$ cat src/rtl/mem_port_arbiter.sv
// mem_port_arbiter
// ----------------
// Shares the single-ported unified instruction/data memory between the IF
// stage (instruction fetch) and the MEM stage (LW/SW). One requester is
// granted at a time. The arbiter issues a one-cycle memory command, waits
// the fixed memory latency for reads, and then returns a one-cycle ack.
//
// Request/ack handshake (both requesters):
//   A requester raises *_req and holds it, with stable address and data,
//   until it sees *_ack high for one cycle. The transaction is complete in
//   that ack cycle, and read data (*_rdata) is valid alongside the ack.
//   If req drops before the ack, the transaction still completes and acks.
//   A req that is still high in its own ack cycle is not treated as a new
//   request until the following cycle.
//
// Ports:
//   clk, rst            clock (rising edge), synchronous active-high reset
//   if_req/if_addr      fetch request and address
//   if_rdata/if_ack     fetched word and completion pulse
//   dm_req/dm_we/...    data request (dm_we=1 store, 0 load), addr, wdata
//   dm_rdata/dm_ack     load data and completion pulse
//   mem_en/mem_we/...   memory command strobe, write enable, addr, wdata
//   mem_rdata           memory read data, valid MEM_LAT cycles after mem_en
//   stall_if/stall_dm   combinational stalls: req & ~ack
//   dbg_state           current FSM state (IDLE=0, ISSUE=1, WAIT=2, DONE=3)

module mem_port_arbiter #(
  parameter int ADDR_W  = 32,
  parameter int DATA_W  = 32,
  parameter int MEM_LAT = 2
) (
  input  logic              clk,
  input  logic              rst,
  input  logic              if_req,
  input  logic [ADDR_W-1:0] if_addr,
  output logic [DATA_W-1:0] if_rdata,
  output logic              if_ack,
  input  logic              dm_req,
  input  logic              dm_we,
  input  logic [ADDR_W-1:0] dm_addr,
  input  logic [DATA_W-1:0] dm_wdata,
  output logic [DATA_W-1:0] dm_rdata,
  output logic              dm_ack,
  output logic              mem_en,
  output logic              mem_we,
  output logic [ADDR_W-1:0] mem_addr,
  output logic [DATA_W-1:0] mem_wdata,
  input  logic [DATA_W-1:0] mem_rdata,
  output logic              stall_if,
  output logic              stall_dm,
  output logic [1:0]        dbg_state
);

  if (MEM_LAT < 1) begin : g_bad_lat
    $fatal(1, "mem_port_arbiter: MEM_LAT must be at least 1");
  end

  localparam int CNT_W = $clog2(MEM_LAT + 1);

  typedef enum logic [1:0] {
    S_IDLE  = 2'd0,
    S_ISSUE = 2'd1,
    S_WAIT  = 2'd2,
    S_DONE  = 2'd3
  } state_t;

  typedef enum logic {
    G_IF = 1'b0,
    G_DM = 1'b1
  } grant_t;

  state_t             state, state_n;
  logic [CNT_W-1:0]   cnt, cnt_n;
  grant_t             cur, cur_n;          // owner of the in-flight access
  logic               cur_we, cur_we_n;    // store flag latched at grant
  grant_t             last_grant, last_grant_n;
  logic               mem_en_n, mem_we_n;
  logic [ADDR_W-1:0]  mem_addr_n;
  logic [DATA_W-1:0]  mem_wdata_n;
  logic               if_ack_n, dm_ack_n;
  logic [DATA_W-1:0]  if_rdata_n, dm_rdata_n;

  logic               if_pend, dm_pend;
  logic               grant_if, grant_dm;

  // A req that is being acked this cycle is the one just served, not a
  // new request, so it is masked out of arbitration.
  assign if_pend = if_req & ~if_ack;
  assign dm_pend = dm_req & ~dm_ack;

  // Under contention DM wins unless it won last time, so grants alternate.
  assign grant_dm = dm_pend & (~if_pend | (last_grant == G_IF));
  assign grant_if = if_pend & ~grant_dm;

  assign stall_if  = if_req & ~if_ack;
  assign stall_dm  = dm_req & ~dm_ack;
  assign dbg_state = state;

  always_comb begin
    state_n      = state;
    cnt_n        = cnt;
    cur_n        = cur;
    cur_we_n     = cur_we;
    last_grant_n = last_grant;
    mem_en_n     = 1'b0;
    mem_we_n     = 1'b0;
    mem_addr_n   = mem_addr;
    mem_wdata_n  = mem_wdata;
    if_ack_n     = 1'b0;
    dm_ack_n     = 1'b0;
    if_rdata_n   = if_rdata;
    dm_rdata_n   = dm_rdata;

    case (state)
      // DONE shares the arbitration path with IDLE so a new grant can
      // follow an ack with no idle cycle in between.
      S_IDLE, S_DONE: begin
        state_n = S_IDLE;
        if (grant_dm) begin
          state_n      = S_ISSUE;
          mem_en_n     = 1'b1;
          mem_we_n     = dm_we;
          mem_addr_n   = dm_addr;
          mem_wdata_n  = dm_wdata;
          cur_n        = G_DM;
          cur_we_n     = dm_we;
          last_grant_n = G_DM;
        end else if (grant_if) begin
          state_n      = S_ISSUE;
          mem_en_n     = 1'b1;
          mem_addr_n   = if_addr;
          cur_n        = G_IF;
          cur_we_n     = 1'b0;
          last_grant_n = G_IF;
        end
      end

      S_ISSUE: begin
        if ((cur == G_DM) && cur_we) begin
          // Stores need no read-back; ack right away.
          state_n  = S_DONE;
          dm_ack_n = 1'b1;
        end else begin
          state_n = S_WAIT;
          cnt_n   = CNT_W'(MEM_LAT - 1);
        end
      end

      S_WAIT: begin
        if (cnt == '0) begin
          state_n = S_DONE;
          if (cur == G_DM) begin
            dm_rdata_n = mem_rdata;
            dm_ack_n   = 1'b1;
          end else begin
            if_rdata_n = mem_rdata;
            if_ack_n   = 1'b1;
          end
        end else begin
          cnt_n = cnt - CNT_W'(1);
        end
      end

      default: state_n = S_IDLE;
    endcase
  end

  always_ff @(posedge clk) begin
    if (rst) begin
      state      <= S_IDLE;
      cnt        <= '0;
      cur        <= G_IF;
      cur_we     <= 1'b0;
      last_grant <= G_IF;
      mem_en     <= 1'b0;
      mem_we     <= 1'b0;
      mem_addr   <= '0;
      mem_wdata  <= '0;
      if_ack     <= 1'b0;
      dm_ack     <= 1'b0;
      if_rdata   <= '0;
      dm_rdata   <= '0;
    end else begin
      state      <= state_n;
      cnt        <= cnt_n;
      cur        <= cur_n;
      cur_we     <= cur_we_n;
      last_grant <= last_grant_n;
      mem_en     <= mem_en_n;
      mem_we     <= mem_we_n;
      mem_addr   <= mem_addr_n;
      mem_wdata  <= mem_wdata_n;
      if_ack     <= if_ack_n;
      dm_ack     <= dm_ack_n;
      if_rdata   <= if_rdata_n;
      dm_rdata   <= dm_rdata_n;
    end
  end

endmodule

$ cat config.mk
export PLATFORM = sky130hd
export DESIGN_NAME = mem_port_arbiter
export DESIGN_NICKNAME = d
export VERILOG_FILES = /design/src/rtl/mem_port_arbiter.sv
export SDC_FILE = /design/constraint.sdc
export NUM_CORES = 1
export LEC_CHECK = 0
export CAP_MARGIN = 30
export CORE_UTILIZATION = 40
export DETAILED_ROUTE_END_ITERATION = 7
export PLACE_DENSITY_LB_ADDON = 0.15
export SLEW_MARGIN = 20
export SYNTH_ARGS = -nofsm -noshare
export SYNTH_HDL_FRONTEND = slang
export SYNTH_SLANG_ARGS = --single-unit
export TNS_END_PERCENT = 30
$ cat constraint.sdc
create_clock -name clk -period 1.75 [get_ports clk]
set_clock_uncertainty 0.1 [all_clocks]
set_input_delay 0.525 -clock clk [delete_from_list [all_inputs] [get_ports clk]]
set_output_delay 0.525 -clock clk [all_outputs]
set_load 0.02 [all_outputs]
======== Word level (Yosys, flattened, before mapping) ========
Cells that the tools add are included.
cells by class
  $add $sub $neg .......................... 1
  eq/ne operators ......................... 6
  mux-type cells .......................... 20
  bitwise logic cells ..................... 13
  reductions and logical operators ........ 14
operators by type and width
  kind                                                                 count
  32-bit 2-to-1 mux                                                    2
  1-bit 2-to-1 mux                                                     12
  3-bit AND reduction                                                  3
  1-bit NOT                                                            8
  2-bit 2-to-1 mux                                                     3
  2-bit != test (second input constant)                                3
  2-bit one-hot mux with 3 select lines                                1
  3-bit OR reduction                                                   2
  1-bit AND                                                            4
  2-bit == test (second input constant)                                2
  2-bit logical NOT                                                    2
  2-bit one-hot mux with 2 select lines                                1
  2-bit AND reduction                                                  2
  2-bit nonzero test                                                   2
  2-bit OR reduction                                                   2
  2-bit by 1-bit == test with 1-bit output (second input constant)     1
  1-bit one-hot mux with 2 select lines                                1
  2-bit by 1-bit subtractor with 2-bit output (second input constant)  1
  1-bit logical AND                                                    1
  1-bit OR                                                             1
storage, ports and cells
  flip-flop bits (word level) ............. 138
  input bits .............................. 133
  output and inout port bits .............. 136

======== Longest topological paths before layout ========
Gate-level depths: netlist of run 1.
  depth after elaboration ................. 10
  gate-level depth with buffers ........... 8
  depth with buffers taken out ............ 6

======== Worst setup path after synthesis of run 1 ========
Ideal clock, no wire load.
  kind .................................... register -> register
  start point ............................. register state[0] (netlist: dbg_state[0])
  end point ............................... register last_grant
  arrival time ............................ 1550 ps
  setup slack ............................. -28 ps
  stages on the path, launching flop included .. 9
  buffers on the path ..................... 3
  period minus slack after synthesis ...... 1778 ps
  cells stage by stage .................... dfxtp_1 > inv_1 > ha_1 > buf_2 > and3_2 > buf_2 > buf_6 > a21oi_1 > nor2_1
between the ends
  word-level cells in the longest chain between the ends .. 3
  elaborated cells on any way between the ends .. 4
  classes of those cells .................. eq/ne: 1; reduce/logical: 3
RTL lines
  item                                                RTL line  RTL
  start, declared                                     72        state_t state, state_n;
  start signal, assigned                              184       state <= state_n;
  2-bit == test or 2-bit logical NOT (tied branches)  114       case (state)
  2-bit OR reduction (*)                              114
  2-bit AND reduction (no source line) (*)            n/a
  end signal, assigned                                188       last_grant <= last_grant_n;
  end, declared                                       76        grant_t last_grant, last_grant_n;
Every way passes the cells marked *; elsewhere a longest branch is shown, timed or not.
A chain may end at the register's enable or synchronous reset.

======== Worst setup path after layout of run 1 ========
  start point ............................. register if_rdata[13]
  end point ............................... output port if_rdata[13]
RTL lines
  item                    RTL line  RTL
  start, declared         36        output logic [DATA_W-1:0] if_rdata,
  start signal, assigned  195       if_rdata <= if_rdata_n;
No word-level cell between the ends.

==> results of run 1 <==
## repair_timing
item | 4_1_cts | 5_1_grt
pin swaps | 3 | 0
cloned | 0 | 1
gates resized for setup | 159 | 56
setup endpoints to repair | 153 | 99
buffers inserted | 1 | 0
## power breakdown
part	internal, W	switching [W]	leakage (nW)
Clock	0.00193	0.00122	0.256
Sequential	0.00395	0.000413	1.13
Combinational	0.00257	0.00356	2.22
Total	0.00845	0.00519	3.60
## flip-flops by register name (all words and copies together), names as in the netlist
register and count:
cnt 2, mem_wdata 32, if_rdata 32, dbg_state 2, cur_we 1, dm_ack 1, mem_en 1, mem_we 1
mem_addr 32, if_ack 1, dm_rdata 32, last_grant 1
## logic make-up (layout without fill, tap and decap cells)
logic type	count (synthesis)	count (layout)	synth area share, %
fa+ha+maj	3	3	0.7086
flops	138	138	52.15
buf+inv	55	321	5.975
compound gates	172	172	20.15
simple gates	284	284	21.02
## area by class of cell
| cell class | instances | area (um^2) |
|---|---|---|
| Tap cell | 172 | 215.2 |
| Fill cell | 1050 | 4124 |
| Sequential cell | 138 | 2765 |
| Clock inverter | 3 | 15.01 |
| Multi-Input combinational cell | 459 | 2247 |
| Inverter | 4 | 15.01 |
| Timing Repair Buffer | 288 | 2893 |
| Clock buffer | 26 | 499.2 |
## stage by stage
step | TNS, ns | area (um^2)
global route | -0.0004073 | 8650
floorplan | 0 | 5299
detailed placement | -25.79 | 8215
CTS | -0.1680 | 8586
global placement | -23.66 | 8215
finish | 0 | 8650
## routing by layer
metal | routed length, um | vias up
met5 | 0 | -
met4 | 409 | 0
met3 | 1491 | 33
met2 | 8484 | 220
met1 | 6288 | 2471
li1 | - | 2656
## layout by cell type, fill, tap and decap left out, drive strengths merged, types with 2 or more instances in the layout
cell / instances
a211oi: 33
a21oi: 133
and2: 2
and3: 2
buf: 24
clkbuf: 34
clkdlybuf4s15: 42
clkdlybuf4s50: 129
clkinv: 3
dfxtp: 138
dlygate4sd2: 84
ha: 3
inv: 4
nand2: 230
nand3: 3
nor2: 42
nor2b: 3
o21a: 2
## path summary, 6_finish.rpt
| check | end | slack, ns | cells past startpoint |
|---|---|---|---|
| setup / recovery | if_rdata[13] | 0.03 | 1 |
| hold / removal | mem_wdata[24] | 0.35 | 2 |
| setup reg to reg | mem_addr[0] | 0.13 | 6 |
| hold reg to reg | mem_wdata[24] | 0.35 | 2 |
==> reports/results.ini, run 1 <==
[outcome]
status=completed

[worst_setup_path]
crit_chain=dlygate4sd2_1
arrival_ns=1.09
r2r_start=dbg_state[0]
worstSetupStartpoint=if_rdata[13]
max_stage_delay_ns=0.36
start_kind=register
critPathKind=register to output port
cpLargestDelayFamily=buffers and inverters
end_kind=output port
path_buf_inv=1
path_max_fanout=2
crit_required_ns=1.12
cp_slowest_cell=dlygate4sd2_1

[global_route]
antenna_found_initial=0
track_usage_pct=23.97
grt_busiest_layer=met2
grt_use_met3_pct=8.084
grt_overflow=0
grt_first_pass_wirelength_um=24960
grt_max_degree=43
first_global_vias=5082
grtUsageMet1_pct=25.56
use_met2_pct=42.56

[synthesis]
synth_top_area_share_pct=52.15
synth_cells=652
synth-async-reset-ratio_pct=0
synth_ff_type=dfxtp_1
ys_warn_count=0
synth.area.top_cells=dfxtp_1 (52%), nand2_1 (16%), a21oi_1 (12%)
synth_commonest_cells=nand2_1 (230), dfxtp_1 (138), a21oi_1 (122)
synth_seq_cells=138
synth_top_area_cell=dfxtp_1
yosysMostFrequentCell=nand2_1
synth_cell_types=27
yosysSeqAreaShare_pct=52.15
synthesis.area_um2=5298
synth_edf_count=0
synth.avg_cell_area_um2=8.125
syn_nets=788

[final_layout]
diodes=0
stdcell_count=1090
drive_gt1_share_pct=10.35
syn2layout_area_growth_pct=63.27
final_util_pct=67.71
fin_nets=1044

[timing]
setup_viol=0
max_freq_mhz=581.6
min_period_ns=1.719
hold_violations=0
tightest_slew_ns=0.3883
max_slew_margin_pct=74.06
fin_crit_sh_pct=98.25
holdWs_ns=0.3481
final_max_slew_viol_count=0
setup_slack_ns=0.03070

[detailed_routing]
wl_um=16670
viasPerCell=4.936
drc=0
dr.pass1.iters=4
drt_first_iter_violations=220
dr_total_vias=5380
drtAntennaViolNets=0
wl_per_cell_um=15.30

[place]
dp.cells=1059
dp_hpwl_um=11790
io_buffers=268
pre_cts_ws_ns=-0.5968
gp_congestion=0.7487

[clock_network]
clk_pin_slew_worst_paths_ns=0.05
insertion_delay_ns=0.41
cts_tree=done
htree_levels=4
clock-root-buffer=clkbuf_16
clock_path_buffers=2
cts_sinks=138
cts_buffers=17
cts_hold_buffers=0

[power]
power_leakage_nw=3.600
powerDensity_nw_per_um2=1577
fin_total_pwr_w=0.01364
ir_drop_mv=0.8254

[run]
cap_violations=0

[worst_hold_path]
min_path_type=register to register
worstHoldStart=mem_wdata[24]

[floorplan]
io_pins=269
rows=41
coreArea_um2=12770
die_h_um=117.1
dieArea_um2=13710
die_x_um=117.1
initial_core_util_pct=41.47

Power figures use the tool's default switching activity.
==> run 2, diff against run 1 <==
--- a/config.mk
+++ b/config.mk
@@ -9,6 +9,7 @@
 export CORE_UTILIZATION = 40
 export DETAILED_ROUTE_END_ITERATION = 7
 export PLACE_DENSITY_LB_ADDON = 0.15
+export SKIP_CTS_REPAIR_TIMING = 1
 export SLEW_MARGIN = 20
 export SYNTH_ARGS = -nofsm -noshare
 export SYNTH_HDL_FRONTEND = slang
==> run 2 against run 1 <==
  * Final cell count about the same
  * Global-route usage decreased by 0.11 points
  * Combinational power increased by 4.2%
  * Routed wire length increased by 2.4%
  * Critical path depth increased by 2
  * Count of clock-buffer cells in the layout unchanged
  * The run now ends with setup timing left
  * Clock power about the same
  * Critical endpoint is now stall_dm
  * Die area unchanged
==> reports/results.ini, run 2 (synthesis results as in run 1) <==
[outcome]
status=finished with violations  ; was completed
failed_checks=setup timing

[global_route]
antenna_found_initial=0  ; unchanged
grtUsageMet1_pct=25.33  ; was 25.56%
grt_max_degree=43  ; unchanged
use_met2_pct=42.17  ; was 42.56%
grt_use_met3_pct=8.651  ; was 8.084%
grt_first_pass_wirelength_um=24870  ; was 24960 um
track_usage_pct=23.86  ; was 23.97%
grt_busiest_layer=met2  ; unchanged
first_global_vias=5087  ; was 5082
grt_overflow=0  ; unchanged

[final_layout]
final_util_pct=71.29  ; was 67.71%
postLayoutCellArea_um2=9106  ; was 8650 um^2
final_common_cell=nand2_1  ; unchanged
diodes=0  ; unchanged
final_cell_mix=nand2_1 (230), dfxtp_1 (137), dlymetal6s2s_1 (134)  ; was nand2_1 (230), dfxtp_1 (136), clkdlybuf4s50_1 (129)
syn2layout_area_growth_pct=71.89  ; was 63.27%
fin_nets=1043  ; was 1044
stdcell_count=1089  ; was 1090
drive_gt1_share_pct=9.487  ; was 10.35%

[detailed_routing]
wl_per_cell_um=15.68  ; was 15.30 um
wl_um=17070  ; was 16670 um
drtAntennaViolNets=0  ; unchanged
drc=0  ; unchanged
dr.pass1.iters=4  ; unchanged
drt_first_iter_violations=237  ; was 220
viasPerCell=5.006  ; was 4.936
dr_total_vias=5451  ; was 5380

[clock_network]
clk_pin_slew_worst_paths_ns=0.05  ; about the same
cts_buffers=17  ; unchanged
cts_tree=done  ; unchanged
htree_levels=4  ; unchanged
cts_sinks=138  ; unchanged
insertion_delay_ns=0.41  ; about the same
clock-root-buffer=clkbuf_16  ; unchanged
clock_path_buffers=2  ; unchanged

[place]
dpl_cell_area_um2=8215  ; unchanged
gp_congestion=0.7487  ; unchanged
io_buffers=268  ; unchanged
dp.cells=1059  ; unchanged
dp_hpwl_um=11790  ; unchanged

[timing]
max_freq_mhz=502.3  ; was 581.6 MHz
tightest_slew_ns=0.3749  ; was 0.3883 ns
max_slew_margin_pct=74.96  ; was 74.06%
fin_crit_sh_pct=113.8  ; was 98.25%
setup_slack_ns=-0.2408  ; was 0.03070 ns
setup_viol=11  ; was 0
min_period_ns=1.991  ; was 1.719 ns
holdWs_ns=0.3480  ; was 0.3481 ns
final_max_slew_viol_count=0  ; unchanged
rsz0062_at_grt=yes
tns_ns=-0.3854  ; was 0 ns
hold_violations=0  ; unchanged

[worst_setup_path]
r2r_start=dbg_state[0]  ; unchanged
path_max_fanout=2  ; unchanged
reg2reg_to=mem_addr[0]  ; unchanged
cp_slowest_cell=clkdlybuf4s50_1  ; was dlygate4sd2_1
path_buf_inv=2  ; was 1
arrival_ns=1.37  ; was 1.09 ns
critPathKind=primary input to output port  ; was register to output port
crit_required_ns=1.12  ; about the same
ff2ff_setup_slack_ns=0.03  ; was 0.13 ns
cp.depth=3  ; was 1
cpLargestDelayFamily=buffers and inverters  ; unchanged
r2r_cells=6  ; unchanged
max_stage_delay_ns=0.47  ; was 0.36 ns
crit_chain=clkdlybuf4s50_1 -> nor2b_4 -> dlymetal6s2s_1  ; was dlygate4sd2_1
start_kind=primary input  ; was register
end_kind=output port  ; unchanged

[floorplan]
coreArea_um2=12770  ; unchanged
io_pins=269  ; unchanged
die_h_um=117.1  ; unchanged
initial_core_util_pct=41.47  ; unchanged
dieArea_um2=13710  ; unchanged
rows=41  ; unchanged
die_x_um=117.1  ; unchanged

[worst_hold_path]
holdPathStages=2  ; unchanged
worstHoldStart=mem_wdata[3]  ; was mem_wdata[24]
min_path_type=register to register  ; unchanged
min_to=mem_wdata[3]  ; was mem_wdata[24]

[power]
powerDensity_nw_per_um2=1524  ; was 1577 nW/um^2
power_leakage_nw=5.426  ; was 3.600 nW
ir_drop_mv=0.8708  ; was 0.8254 mV

[run]
cap_violations=0  ; unchanged

[run 2: cell types whose count changed in the layout (fill, tap and decap cells not counted), moves of 2 or more]
cell	change
a211oi_2	+5
clkbuf_2	-5
a211oi_1	-5
clkdlybuf4s15_2	-2
dlymetal6s2s_1	+133
buf_2	-2
dlygate4sd2_1	-84
buf_6	-2
clkdlybuf4s15_1	-40
[run 2: worst max-delay path by stage]
stage | startpoint | endpoint
6_report | dm_req | stall_dm
5_1_grt | dm_req | stall_dm
4_1_cts | dm_req | stall_dm
3_5_place_dp | dm_req | stall_dm
3_3_place_gp | dm_req | stall_dm
2_1_floorplan | dbg_state[1] | if_rdata[10]
[run 2: cell type report]
cell class	instances	area, um^2
clock buffers	26	499.2
flip-flops and latches	138	2764
well taps	172	215.2
inverters	4	15.01
clock inverters	3	15.01
multi-input cells	459	2265
fillers	954	3667
repair buffers	287	3333
[run 2: metrics by stage]
| step | setup WS [ns] | power [W] |
|---|---|---|
| 3_5_place_dp | -0.5968 | 0.01086 |
| 2_1_floorplan | 0.04385 | 0.008085 |
| 5_1_grt | -0.2694 | 0.01467 |
| 3_3_place_gp | -0.6001 | 0.01064 |
| 4_1_cts | -0.6054 | 0.01404 |
| 6_report | -0.2408 | 0.01388 |
[run 2: power breakdown]
group          internal, W  total, W  switching (W)
Combinational      0.00282   0.00639        0.00357
Sequential         0.00395   0.00434       0.000396
Clock              0.00193   0.00315        0.00122
[run 2: worst register-to-register path, stage by stage (launching register included)]
cell and delay, ns:
dfxtp_2 0.35, inv_1 0.05, ha_2 0.42, o21a_1 0.20
buf_12 0.20, nor2_1 0.07, a211oi_1 0.24
[run 2: per-layer routing]
| metal | vias to the layer above | part of all wire (%) | wire length, um |
|---|---|---|---|
| met3 | 35 | 8.5 | 1451 |
| met1 | 2522 | 38 | 6485 |
| met2 | 240 | 51 | 8677 |
| li1 | 2654 | - | - |
| met5 | - | 0 | 0 |
| met4 | 0 | 2.7 | 459 |
